--- src/rtl/uart_pkg.sv ---
// Shared 8N1 UART definitions: frame constants and the receiver state encoding.
package uart_pkg;

   localparam int   UART_DATA_BITS  = 8;
   localparam logic UART_IDLE_LEVEL = 1'b1;

   typedef enum logic [2:0] {
      RX_IDLE       = 3'd0,
      RX_START      = 3'd1,
      RX_DATA       = 3'd2,
      RX_STOP       = 3'd3,
      RX_BREAK_WAIT = 3'd4
   } rx_state_t;

endpackage

--- src/rtl/uart_rx_sync_2ff.sv ---
// Two-flop synchroniser for a single asynchronous input; both flops reset to RESET_VAL.
module sync_2ff #(
   parameter logic RESET_VAL = 1'b0
) (
   input  logic clk,
   input  logic rst,
   input  logic d,
   output logic q
);

   logic meta;

   always_ff @(posedge clk or posedge rst) begin
      if (rst) begin
         meta <= RESET_VAL;
         q    <= RESET_VAL;
      end else begin
         meta <= d;
         q    <= meta;
      end
   end

endmodule

--- src/rtl/uart_rx.sv ---
// 8N1 UART receiver: mid-bit start validation, centre sampling of 8 data bits LSB-first,
// stop-bit check, one-cycle valid / framing-error strobes and break hold-off.
module uart_rx
   import uart_pkg::*;
#(
   parameter int CLKS_PER_BIT = 868
) (
   input  logic       i_Clock,
   input  logic       i_Rst,
   input  logic       i_RX_Serial,
   output logic       o_RX_DV,
   output logic [7:0] o_RX_Byte,
   output logic       o_RX_Active,
   output logic       o_RX_Framing_Err
);

   localparam int CW = (CLKS_PER_BIT > 1) ? $clog2(CLKS_PER_BIT) : 1;
   localparam logic [CW-1:0] HALF       = CW'((CLKS_PER_BIT - 1) / 2);
   localparam logic [CW-1:0] LAST       = CW'(CLKS_PER_BIT - 1);
   localparam logic [2:0]    LAST_INDEX = 3'(UART_DATA_BITS - 1);

   logic      rx_s;
   rx_state_t state, state_n;
   logic [CW-1:0] count, count_n;
   logic [2:0]    index, index_n;
   logic [7:0]    shift, shift_n;
   logic [7:0]    byte_n;
   logic          dv_n, ferr_n, active_n;

   sync_2ff #(
      .RESET_VAL (UART_IDLE_LEVEL)
   ) u_sync (
      .clk (i_Clock),
      .rst (i_Rst),
      .d   (i_RX_Serial),
      .q   (rx_s)
   );

   always_ff @(posedge i_Clock or posedge i_Rst) begin
      if (i_Rst) begin
         state            <= RX_IDLE;
         count            <= '0;
         index            <= '0;
         shift            <= '0;
         o_RX_Byte        <= 8'h00;
         o_RX_DV          <= 1'b0;
         o_RX_Framing_Err <= 1'b0;
         o_RX_Active      <= 1'b0;
      end else begin
         state            <= state_n;
         count            <= count_n;
         index            <= index_n;
         shift            <= shift_n;
         o_RX_Byte        <= byte_n;
         o_RX_DV          <= dv_n;
         o_RX_Framing_Err <= ferr_n;
         o_RX_Active      <= active_n;
      end
   end

   always_comb begin
      state_n  = state;
      count_n  = count;
      index_n  = index;
      shift_n  = shift;
      byte_n   = o_RX_Byte;
      dv_n     = 1'b0;
      ferr_n   = 1'b0;
      active_n = o_RX_Active;

      case (state)
         RX_IDLE: begin
            count_n = '0;
            index_n = '0;
            if (rx_s != UART_IDLE_LEVEL) begin
               state_n  = RX_START;
               active_n = 1'b1;
            end
         end

         // A start bit that has gone high again by mid-bit is a glitch, not a frame.
         RX_START: begin
            if (count == HALF) begin
               count_n = '0;
               if (rx_s != UART_IDLE_LEVEL) begin
                  state_n = RX_DATA;
               end else begin
                  state_n  = RX_IDLE;
                  active_n = 1'b0;
               end
            end else begin
               count_n = count + 1'b1;
            end
         end

         RX_DATA: begin
            if (count == LAST) begin
               count_n        = '0;
               shift_n[index] = rx_s;
               if (index == LAST_INDEX) begin
                  state_n = RX_STOP;
               end else begin
                  index_n = index + 3'd1;
               end
            end else begin
               count_n = count + 1'b1;
            end
         end

         RX_STOP: begin
            if (count == LAST) begin
               count_n  = '0;
               active_n = 1'b0;
               if (rx_s == UART_IDLE_LEVEL) begin
                  byte_n  = shift;
                  dv_n    = 1'b1;
                  state_n = RX_IDLE;
               end else begin
                  ferr_n  = 1'b1;
                  state_n = RX_BREAK_WAIT;
               end
            end else begin
               count_n = count + 1'b1;
            end
         end

         // A line held low after a bad stop bit is a break; wait for it to end.
         RX_BREAK_WAIT: begin
            count_n = '0;
            if (rx_s == UART_IDLE_LEVEL) begin
               state_n = RX_IDLE;
            end
         end

         default: begin
            state_n  = RX_IDLE;
            count_n  = '0;
            index_n  = '0;
            active_n = 1'b0;
         end
      endcase
   end

endmodule

--- config.mk ---
export PLATFORM = sky130hd
export DESIGN_NAME = uart_rx
export DESIGN_NICKNAME = d
export VERILOG_FILES = /design/src/rtl/uart_pkg.sv /design/src/rtl/uart_rx_sync_2ff.sv /design/src/rtl/uart_rx.sv
export SDC_FILE = /design/constraint.sdc
export NUM_CORES = 1
export LEC_CHECK = 0
export ABC_CLOCK_PERIOD_IN_PS = 1900
export CORE_AREA = 2 2 63 65
export DETAILED_ROUTE_END_ITERATION = 10
export DIE_AREA = 0 0 65 67
export PLACE_DENSITY = 0.7
export SETUP_SLACK_MARGIN = 0.4
export SYNTH_ARGS = -nofsm -noshare
export SYNTH_HDL_FRONTEND = slang
export SYNTH_HIERARCHICAL = 1
export SYNTH_SLANG_ARGS = --single-unit
--- constraint.sdc ---
create_clock -name i_Clock -period 1.9 [get_ports i_Clock]
set_input_delay 0.285 -clock i_Clock [delete_from_list [all_inputs] [get_ports i_Clock]]
set_output_delay 0.285 -clock i_Clock [all_outputs]
set_load 0.01 [all_outputs]
# Word level (Yosys, flattened, before mapping)
# Cells that the tools add are included.
op_classes:
  bitwise: 2
  eq_ne: 15
  n_lt_le_gt_ge: 2
  mux: 29
  add_sub_neg: 2
  reduce_logical: 10
ops:
  columns: ["operator", "count"]
  rows:
  - ["$mux W3", 9]
  - ["$mux W10", 2]
  - ["$pmux W10 S2", 1]
  - ["$pmux W3 S5", 1]
  - ["$ne A2 B2 Y1 const B", 6]
  - ["$mux W1", 11]
  - ["$add A10 B1 Y10 const B", 1]
  - ["$eq A10 B10 Y1 const B", 1]
  - ["$eq A10 B9 Y1 const B", 1]
  - ["$bwmux W8", 1]
  - ["$eq A3 B2 Y1 const B", 2]
  - ["$eq A3 B3 Y1 const B", 2]
  - ["$pmux W3 S2", 1]
  - ["$reduce_and A3 Y1", 2]
  - ["$reduce_and A6 Y1", 1]
  - ["$reduce_and A5 Y1", 1]
  - ["$lt A3 B4 Y1 const B", 1]
  - ["$ne A2 B1 Y1 const B", 2]
  - ["$pmux W1 S4", 1]
  - ["$reduce_or A2 Y1", 2]
  - ["$add A3 B1 Y3 const B", 1]
  - ["$demux W1 S3", 1]
  - ["$eq A3 B1 Y1 const B", 1]
  - ["$ge A3 B1 Y1 const B", 1]
  - ["6 further kinds", 7]
totals:
  reg_bits: 37
  out_inout_bits: 11

# Logic depth before layout (Yosys ltp)
logic_depth:
  word_depth: 5
  depth_mapped: 7
  mapped_depth_nobuf: 6

# Cells and area by module
# Netlist, hierarchy kept.
modules_own_cells:
  columns: ["mod", "cells_per_inst", "n_inst", "area_each_um2", "seq_area_each_um2"]
  rows:
  - ["uart_rx", 152, 1, 1686.6, 875.8]
  - ["sync_2ff", 3, 1, 56.3, 52.6]

# Least setup slack after synthesis
# OpenSTA, ideal clock, no wires.
synth_timing:
  path_type: "register to register"
  from: "register count[0]"
  to: "register count[2]"
  path_stages_with_launch: 8
  slack_ns: 0.015
  t_required_ns: 1.829
  n_path_buf: 2
  arrival_time_ns: 1.814
  synth_period_minus_slack_ns: 1.885
  path_cell_list: "dfrtp_1 ha_1 and4bb_4 and3_4 buf_6 or4_4 buf_6 nor2_1"
synth_via:
  elab_chain_cells: 3
  elab_cells_between_ends: 6
  cone_classes: "add/sub: 1; eq/ne: 2; mux: 3"
synth_lines:
  columns: ["element", "line", "rtl"]
  rows:
  - ["start: declaration", "uart_rx.sv:24", "logic [CW-1:0] count, count_n;"]
  - ["start signal: assignment", "uart_rx.sv:51", "count <= count_n;"]
  - ["$add A10 B1 Y10 (tied with other cells)", "uart_rx.sv:92, uart_rx.sv:106, uart_rx.sv:123", null]
  - ["$mux W10 (on tied branches)", "uart_rx.sv:97, uart_rx.sv:111, uart_rx.sv:83", null]
  - ["$pmux W10 S2 (*)", "uart_rx.sv:71", "case (state)"]
  - ["via count_n[2]", "uart_rx.sv:24", null]
# The timed path passes the listed nets; every way through them passes the cells marked *.
# A chain may end at the register's enable or synchronous reset.

# Final worst setup path
layout_timing:
  from: "register count[0]"
  to: "register o_RX_Byte[2]"
layout_via:
  elab_chain_cells: 2
layout_lines:
  columns: ["element", "line", "rtl"]
  rows:
  - ["$eq A10 B10 Y1", "uart_rx.sv:111", "if (count == LAST) begin"]
  - ["$reduce_and A3 Y1 (no line)", null, null]
  - ["end signal: assignment", "uart_rx.sv:54", "o_RX_Byte <= byte_n;"]
  - ["end: declaration", "uart_rx.sv:12", "output logic [7:0] o_RX_Byte,"]
# Every way passes these cells.

==> metrics.csv <==
stage,metric,value,unit
logic_synthesis,synthXorXnorAreaFrac,4.02,%
power,power.total,1.38,mW
sta,finalSetupViolCount,0,
sta,drv_slew,0,
logic_synthesis,synth_top_family_by_area,simple AND/OR/NAND/NOR gates,
cells_and_area,final_cell_mix,"dfrtp_1 (34), buf_4 (20), nor2_1 (16)",
clock_network,cts_max_path_buffers,2,
global_routing,overflow,0,
power,p_leak,1.15,nW
logic_synthesis,synthCells,155,
floorplanning,rows,22,
logic_synthesis,synthAdderAreaFrac,2.87,%
global_routing,grt_first_pass_wirelength,5.93,mm
route,via_per_inst,5.34,
floorplanning,initial_core_util,48.3,%
worst_setup_path,cp_data_arrival_time,1.95,ns
sta,skew,0.00540,ns
logic_synthesis,synth_edf_count,0,
route,dr_total_vias,1304,
cells_and_area,diodes,0,
placed_design,placed_cells_incl_taps,222,
cells_and_area,layout.filler_cells,272,
placed_design,gp_routability_congestion,0.850,
cells_and_area,final_nets,202,
logic_synthesis,synth.distinct_cells,37,
floorplanning,pin_count,14,
sta,period_minus_slack,1.78,ns
logic_synthesis,avgSynthCellArea,11.2,um^2
logic_synthesis,synth-simple-area-share,20.2,%
clock_network,worstSkewPairLatency,0.28,ns
cells_and_area,fin_cells,244,
status,status,"complete, no violations",
floorplanning,die_h,67,um
route,drc_errors,0,
run,drv_cap,0,
global_routing,grt_antenna_before_repair,0,
route,dr.pass1.iters,6,
floorplanning,dieArea,4360,um^2
clock_network,path_clk_slew,0.07,ns
sta,post-route-period-util,93.9,%
logic_synthesis,syn_nets,162,
sta,rsz0062_at_grt,yes,
floorplanning,core_area,3610,um^2
worst_setup_path,cp_slowest_cell,dfrtp_1,
cells_and_area,syn2layout_area_growth,35.8,%
sta,max_freq,0.561,GHz
sta,tns,0,ns
placed_design,io_buffer_count,13,
sta,maxSlewHeadroom,70.4,%
worst_setup_path,cp_max_fo,9,
logic_synthesis,synth_compound_area_share,5.46,%
route,routed_wl,3.59,mm
worst_setup_path,path_common_cell,and3_4,
floorplanning,die_w,65,um
route,ant_nets,0,
logic_synthesis,ys.flop_type,dfrtp_1,
global_routing,grt_max_degree,36,
sta,tightest_slew,0.445,ns
logic_synthesis,netlist_area,1740,um^2
clock_network,cts_tree,yes,
clock_network,clock-sinks,37,
worst_setup_path,crit_chain,"ha_4, and4bb_4, and3_4, and3_4, buf_12, mux2_2",
clock_network,cts_buffers,5,
route,drt_iter0_markers,122,
global_routing,grt_pass1_vias,1304,
power,ir_drop,0.547,mV
logic_synthesis,ys_seq_area_share,53.3,%
worst_setup_path,crit_type,flip-flop to flip-flop,
logic_synthesis,postSynth.asyncResetShare,100,%
cells_and_area,drive_gt1_share,38.3,%
cells_and_area,layout_commonest_cell,dfrtp_1,
worst_setup_path,worstSetupEndpointType,flip-flop,
worst_setup_path,worstSetupStartpointType,flip-flop,
sta,hold_violations,0,
clock_network,clockRootBuffer,clkbuf_8,
logic_synthesis,ys_warn_count,6,
placed_design,dpl.hpwl,2.28,mm
worst_setup_path,critPathTopFamily,simple AND/OR/NAND/NOR gates,
route,avgRoutedWirePerCell,14.7,um
worst_hold_path,hold_path.class,primary input to asynchronous set/reset pin,
worst_setup_path,cp_slowest_stage_delay,0.40,ns
clock_network,htreeDepth,2,
power,p_per_area,582,nW/um^2
cells_and_area,fin_util,65.6,%
logic_synthesis,ys_seq_elements,37,
worst_setup_path,critPathBufInv,1,
worst_setup_path,reg2reg_from,count[0],
worst_setup_path,cp-startpoint,count[0],
worst_setup_path,critical_path_required,2.07,ns
logic_synthesis,synth_mux_area_share,10.3,%
global_routing,track_usage,18.2,%
synthesized netlist by cell type, drive strengths merged (2+ instances only):
| cell type | number | area [um^2] |
|---|---|---|
| a21o | 2 | 15.0 |
| nor2 | 17 | 63.8 |
| xor2 | 5 | 43.8 |
| nor4bb | 3 | 30.0 |
| xnor2 | 3 | 26.3 |
| clkbuf | 2 | 7.51 |
| nand2 | 11 | 41.3 |
| inv | 7 | 26.3 |
| dfstp | 2 | 52.6 |
| dfrtp | 35 | 876 |
| mux2 | 16 | 180 |
| nand3 | 7 | 35.0 |
| nand4 | 4 | 25.0 |
| a21oi | 4 | 20.0 |
| o21ai | 3 | 15.0 |
| ha | 4 | 50.1 |
| nor3 | 5 | 25.0 |
| and3 | 5 | 36.3 |
| a32o | 2 | 20.0 |
| or4 | 2 | 18.8 |
| buf | 4 | 32.5 |
per-stage QoR:
stage | cell area [um^2] | setup slack (ns) | hold WS (ns)
3_3_place_gp | 2020 | 0.0920 | 0.348
3_5_place_dp | 2020 | 0.0300 | 0.354
4_1_cts | 2240 | 0.142 | 0.353
2_1_floorplan | 1780 | 0.0750 | 0.197
6_report | 2370 | 0.117 | 0.357
5_1_grt | 2370 | 0.0606 | 0.364
worst register-to-register path, delay by kind of cell, from the launching register on:
kind          cells  cell delay, ns
buf+inv           1            0.12
mux               1            0.34
flops             1            0.40
simple gates      3            0.66
fa+ha+maj         1            0.15
path summary, 6_finish.rpt:
check	endpoint	slack, ns	cells after the start
worst min-delay path	u_sync/q	0.36	2
worst min register to register	u_sync/q	0.36	0
worst max-delay path	o_RX_Byte[2]	0.12	6
max in group asynchronous	index[0]	1.12	3
min in group i_Clock	u_sync/q	0.36	0
worst max register to register	o_RX_Byte[2]	0.12	6
registers in the layout, summed over array words and instances, names as in the netlist:
name / cells
count: 10
index: 3
o_RX_Active: 1
o_RX_Byte: 8
o_RX_DV: 1
o_RX_Framing_Err: 1
shift: 8
state: 3
u_sync/meta: 1
u_sync/q: 1
power breakdown:
part           leakage [nW]  total, mW  switching (mW)  internal [mW]
clock network        0.0445      0.557           0.262          0.294
registers             0.488      0.797         0.00530          0.791
logic                 0.617     0.0225          0.0166        0.00589
total                  1.15       1.38           0.284           1.09
cell families (layout without fill, tap and decap cells):
family,Yosys count,after routing
AO/OA/AOI/OAI,14,14
XOR/XNOR,8,8
adder cells (fa/ha/maj),4,4
buffers and inverters,13,54
flip-flops,37,37
multiplexers,16,16
AND/OR/NAND/NOR,63,63
routing by layer:
layer / share of wire (%) / up-vias / wire length [um] / track usage [%]
li1: - / 622 / - / -
met1: 47 / 649 / 1700 / 24.7
met2: 48 / 27 / 1730 / 28.6
met3: 2.8 / 6 / 99 / 4.05
met4: 1.8 / 0 / 65 / 6.38
met5: 0 / - / 0 / 0
timing repair:
action,in CTS,in global routing
buffers inserted,9,4
hold buffers,0,0
setup endpoints to repair,34,38
pin swaps,5,4
endpoints found under the hold margin,0,0
cloned,0,1
resized for setup,10,23
cell type report:
cell class                 count  area, um^2  share of cell area, %
clock inverter                 1        7.51                  0.317
sequential                    37         930                   39.3
clock buffer                   7        86.3                   3.65
inverter                       7        26.3                   1.11
tap                           48        60.1                   2.54
multi-input combinational    105         896                   37.9
timing repair buffer          39         360                   15.2
No activity file was read; power rests on OpenSTA's default activity.
